### src/rtl/aes_core_arbiter.sv
// Round-robin arbiter sharing one AES-256 core between NUM_REQ requesters, one request in flight.
// Optional RUN watchdog enabled by defining AES_ARB_TIMEOUT_EN.
module aes_core_arbiter #(
  parameter int NUM_REQ        = 2,
  parameter int ID_W           = 1,
  parameter int TIMEOUT_CYCLES = 64
) (
  input  logic                   clk,
  input  logic                   rst,
  input  logic [NUM_REQ-1:0]     req_valid_i,
  output logic [NUM_REQ-1:0]     req_ready_o,
  input  logic [NUM_REQ*128-1:0] req_block_i,
  input  logic [NUM_REQ*256-1:0] req_key_i,
  output logic [NUM_REQ-1:0]     rsp_valid_o,
  input  logic [NUM_REQ-1:0]     rsp_ready_i,
  output logic [127:0]           rsp_data_o,
  output logic                   rsp_err_o,
  output logic [127:0]           core_block_o,
  output logic [255:0]           core_key_o,
  output logic                   core_enable_o,
  input  logic                   core_done_i,
  input  logic [127:0]           core_result_i,
  output logic                   busy_o,
  output logic [ID_W-1:0]        grant_id_o
);

  localparam int ID_REQ = (NUM_REQ > 1) ? $clog2(NUM_REQ) : 1;

  if (ID_W != ID_REQ || NUM_REQ < 2 || NUM_REQ > 8 || TIMEOUT_CYCLES < 1) begin : g_bad_param
    $error("aes_core_arbiter: inconsistent NUM_REQ/ID_W/TIMEOUT_CYCLES");
  end

  typedef enum logic [1:0] {S_IDLE, S_RUN, S_RESP, S_GAP} state_t;

  state_t                     state, state_nxt;
  logic [ID_W-1:0]            rr_ptr, winner, ptr_next;
  logic [ID_W:0]              scan;
  logic                       found;
  logic                       tmo_hit;
  logic [NUM_REQ-1:0][127:0]  blocks;
  logic [NUM_REQ-1:0][255:0]  keys;

  assign blocks = req_block_i;
  assign keys   = req_key_i;

  // first valid requester at or above rr_ptr, wrapping modulo NUM_REQ
  always_comb begin
    found  = 1'b0;
    winner = '0;
    scan   = '0;
    for (int k = 0; k < NUM_REQ; k++) begin
      scan = {1'b0, rr_ptr} + (ID_W+1)'(k);
      if (scan >= (ID_W+1)'(NUM_REQ)) scan = scan - (ID_W+1)'(NUM_REQ);
      if (!found && req_valid_i[scan[ID_W-1:0]]) begin
        found  = 1'b1;
        winner = scan[ID_W-1:0];
      end
    end
  end

  assign ptr_next = (winner == ID_W'(NUM_REQ-1)) ? '0 : winner + ID_W'(1);

  always_ff @(posedge clk) begin
    if (rst) state <= S_IDLE;
    else     state <= state_nxt;
  end

  always_comb begin
    state_nxt     = state;
    req_ready_o   = '0;
    rsp_valid_o   = '0;
    core_enable_o = 1'b0;
    busy_o        = (state != S_IDLE);
    unique case (state)
      S_IDLE: if (found) begin
        req_ready_o[winner] = 1'b1;
        state_nxt           = S_RUN;
      end
      S_RUN: begin
        core_enable_o = 1'b1;
        if (core_done_i || tmo_hit) state_nxt = S_RESP;
      end
      S_RESP: begin
        rsp_valid_o[grant_id_o] = 1'b1;
        if (rsp_ready_i[grant_id_o]) state_nxt = S_GAP;
      end
      S_GAP:   state_nxt = S_IDLE;
      default: state_nxt = S_IDLE;
    endcase
  end

  always_ff @(posedge clk) begin
    if (rst) begin
      core_block_o <= '0;
      core_key_o   <= '0;
      grant_id_o   <= '0;
      rr_ptr       <= '0;
      rsp_data_o   <= '0;
    end else begin
      if (state == S_IDLE && found) begin
        core_block_o <= blocks[winner];
        core_key_o   <= keys[winner];
        grant_id_o   <= winner;
        rr_ptr       <= ptr_next;
      end
      // a done pulse in the limit cycle still delivers the real result
      if (state == S_RUN) begin
        if (core_done_i)  rsp_data_o <= core_result_i;
        else if (tmo_hit) rsp_data_o <= '0;
      end
    end
  end

`ifdef AES_ARB_TIMEOUT_EN
  localparam int TW = $clog2(TIMEOUT_CYCLES + 1);
  logic [TW-1:0] tmo_cnt;

  always_ff @(posedge clk) begin
    if (rst || state != S_RUN) tmo_cnt <= '0;
    else                       tmo_cnt <= tmo_cnt + TW'(1);
  end

  assign tmo_hit = (state == S_RUN) && (tmo_cnt == TW'(TIMEOUT_CYCLES - 1));

  always_ff @(posedge clk) begin
    if (rst)                              rsp_err_o <= 1'b0;
    else if (state == S_RUN && core_done_i) rsp_err_o <= 1'b0;
    else if (tmo_hit)                     rsp_err_o <= 1'b1;
  end
`else
  assign tmo_hit   = 1'b0;
  assign rsp_err_o = 1'b0;
`endif

endmodule

### config.mk
export PLATFORM = sky130hd
export DESIGN_NAME = aes_core_arbiter
export DESIGN_NICKNAME = d
export VERILOG_FILES = /design/src/rtl/aes_core_arbiter.sv
export SDC_FILE = /design/constraint.sdc
export NUM_CORES = 1
export LEC_CHECK = 0
export ABC_CLOCK_PERIOD_IN_PS = 2600
export CAP_MARGIN = 20
export CORE_AREA = 3 3 550 552
export CTS_CLUSTER_DIAMETER = 100
export CTS_CLUSTER_SIZE = 10
export DETAILED_ROUTE_END_ITERATION = 8
export DIE_AREA = 0 0 553 555
export PLACE_DENSITY = 0.3
export SYNTH_ARGS = -nofsm -noshare
export SYNTH_HDL_FRONTEND = slang
export SYNTH_SLANG_ARGS = --single-unit
### constraint.sdc
create_clock -name clk -period 2.6 [get_ports clk]
set_clock_uncertainty 0.15 [all_clocks]
set_input_delay 0.26 -clock clk [delete_from_list [all_inputs] [get_ports clk]]
set_output_delay 0.26 -clock clk [all_outputs]
set_load 0.02 [all_outputs]
==> out/results.ini, run 1 <==
[detailed_routing]
routed_wl_um = 248000
drt-wirelength-per-cell_um = 30.3
vias = 27500
drtIter0Drc = 1934
viasPerCell = 3.35
ant_nets = 0
firstDrtPassIters = 5
drc = 0

[critical_path]
end_kind = flip-flop
path_max_fanout = 12
regToRegEndpoint = core_key_o[27]
r2r-start = state[1]
slowest_delay_ps = 530
cp_common_cell = buf_12
critPathRequiredTime_ps = 3150
critPathBufInv = 5
r2r_setup_slack_ps = 70
path_cells = inv_4 -> ha_4 -> nand2_4 -> a211oi_4 -> buf_12 -> buf_12 -> clkbuf_16 -> a221o_1 -> dlygate4sd3_1
path_delay_family = buffers and inverters
start_kind = flip-flop
slowest_stage = dlygate4sd3_1
criticalPathCategory = reg2reg
cp.arrival_ps = 3070
rr_worst_depth = 9

[place]
gp_congestion = 0.910
pre_cts_slack_ps = 113
io_buffers = 1421
hpwl_um = 207000

[clock_network]
cts_tree = built
htreeDepth = 3
path_clk_slew_ps = 60
clock_latency_ps = 750
root_buffer = clkbuf_16
numCtsBuffers = 74
clock_path_buffers = 4
cts.sinks = 516

[run]
drv_cap = 0

[sta]
fmax_mhz = 396
hold_viol = 0
fin_crit_ps = 2530
tightest_slew_ps = 734
fin_crit_sh_pct = 97.1
setup_tns_ps = 0
fin_ws_ps = 74.9
setup_violations = 0
slew_headroom_pct = 51.3
hold_slack_ps = 58.3
slew_violations = 0

[yosys]
synth_top_family_by_area = compound AO/OA/AOI/OAI gates
synth_fp_nets = 2824
syn_inst = 1917
yosys.area_share.simple_pct = 19.8
netlist_area_sq_mm = 0.0199
ys_async_sr_fraction_pct = 0
synth_edf_count = 0
ys.warnings.count = 0
avgSynthCellArea_sq_um = 10.4
synth_top_flop_cell = dfxtp_1
yosys.area_share.adder_pct = 0.252
yosys.area.top_type = dfxtp_1
ys_seq_area_share_pct = 52.0
synth_top_cells_by_area = dfxtp_1, a221o_1, nor3b_1
synth-seq-cells = 516
synth.distinct_cells = 24
synthXorXnorAreaFrac_pct = 0
synth_top_area_share_pct = 52.0
synth_compound_area_share_pct = 22.9
synth.mux.area_fraction_pct = 0.101

[floorplanning]
core_area_sq_mm = 0.297
initial_utilization_pct = 6.69
die_h_um = 555
io_pins = 1423
dieWidth_um = 553
num_rows = 200
die-area_sq_mm = 0.307

[global_routing]
grt_pass1_vias = 27400
overflow = 0
grt_usage_pct = 15.1
grt_max_degree = 115
grt_pass1_wl_um = 304000
grt_antenna_before_repair = 219

[final_layout]
nNetsFinal = 5076
area_delta_synth_final_pct = 156
layout.cells.most_common_list = clkdlybuf4s50_1, dlygate4sd3_1, dfxtp_1
final_common_cell = clkdlybuf4s50_1
drive_gt1_share_pct = 6.91

[power_and_ir_drop]
p_leak_nw = 17.8
powerDensity_mw_per_mm2 = 825
p_comb_share_pct = 48.7
cellInternalPower_mw = 25.2
sequentialPowerShare_pct = 27.3
vdd_ir_drop_max_v = 0.000439
clockPowerShare_pct = 24.1
p_sw_share_pct = 39.9
switchingPower_mw = 16.7

[hold_path]
min_path_cells = 2
hold_path.class = in2reg
whs_endpoint = core_block_o[75]
min_from = req_block_i[75]

[outcome]
outcome = completed

==> logic make-up (layout without fill, tap and decap cells) <==
| group | after synthesis | count (layout) |
|---|---|---|
| adders and majority gates | 4 | 4 |
| AOI/OAI and AO/OA | 521 | 521 |
| muxes | 2 | 2 |
| buffers and inverters | 218 | 2495 |
| and+or+nand+nor | 655 | 655 |
| DFF | 516 | 516 |
| other | 1 | 62 |
==> Yosys cell counts, drive strengths merged, types with 2 or more instances <==
cell	number
inv	4
nor2b	2
buf	135
nand2	259
a21oi	131
a221o	384
and2	3
nand2b	3
nor3b	386
dfxtp	516
a211oi	2
clkbuf	79
ha	4
mux2i	2
==> through the flow <==
step                      power, mW  util [%]  instances  area, sq um
final                          41.9      17.1       8194        50800
after global routing           43.9      17.1       8155        50700
after CTS                      41.8      16.7       8085        49800
after detailed placement       29.3      13.3       7171        39500
after global placement         29.3      13.3       7171        39500
after floorplan                18.1         -       1917        19900
==> repair_timing <==
action / in CTS / in global routing
setup buffers: 0 / 32
setup endpoints to repair: 9 / 119
cloned: 0 / 16
resized for setup: 18 / 41
pin swaps: 0 / 5
endpoints found under the hold margin: 506 / 0
hold buffers: 813 / 0
==> sequential cells by signal (all words and copies together), names as in the netlist <==
register	count
rsp_data_o	128
rr_ptr	1
grant_id_o	1
core_block_o	128
state	2
core_key_o	256
==> layout make-up <==
type	instances	area [sq um]
fill	33300	246000
sequential	516	10300
antenna	61	153
multi-input combinational	1183	8650
timing repair buffer	2390	24600
tap	3939	4930
clock inverter	20	248
inverter	4	17.5
clock buffer	81	1900
==> worst max path at each step <==
stage	from	cells after the start	end	slack, ps
detailed placement	req_valid_i[0]	6	core_key_o[246]	110
floorplan	state[0]	8	core_block_o[100]	790
CTS	grant_id_o	1	grant_id_o	4
global placement	req_valid_i[0]	6	core_key_o[245]	80
finish	state[1]	9	core_key_o[27]	70
global route	state[1]	9	core_key_o[145]	-20
==> power by group through the flow <==
stage	Clock [mW]	Combinational, mW	Sequential, mW
after global placement	0	17.8	11.5
final	10.1	20.4	11.4
after detailed placement	0	17.7	11.5
after global routing	10.7	21.5	11.6
after floorplan	0	4.70	13.4
after CTS	10.6	19.8	11.4
==> routing by layer <==
metal | global-route usage (%) | routed length [um] | vias to the layer above
met5 | 0 | 690 | -
met1 | 17.9 | 100000 | 13400
li1 | - | - | 11900
met4 | 3.20 | 5880 | 104
met2 | 23.8 | 110000 | 1608
met3 | 8.21 | 31300 | 442
(Power assumes the default switching activity.)
==> run 2: changes to the inputs <==
--- a/config.mk
+++ b/config.mk
@@ -13,6 +13,7 @@
 export DETAILED_ROUTE_END_ITERATION = 8
 export DIE_AREA = 0 0 553 555
 export PLACE_DENSITY = 0.3
+export SLEW_MARGIN = 20
 export SYNTH_ARGS = -nofsm -noshare
 export SYNTH_HDL_FRONTEND = slang
 export SYNTH_SLANG_ARGS = --single-unit
==> results of run 2 <==
Same layout as run 1: the final DEF is identical, and so are final timing and power.
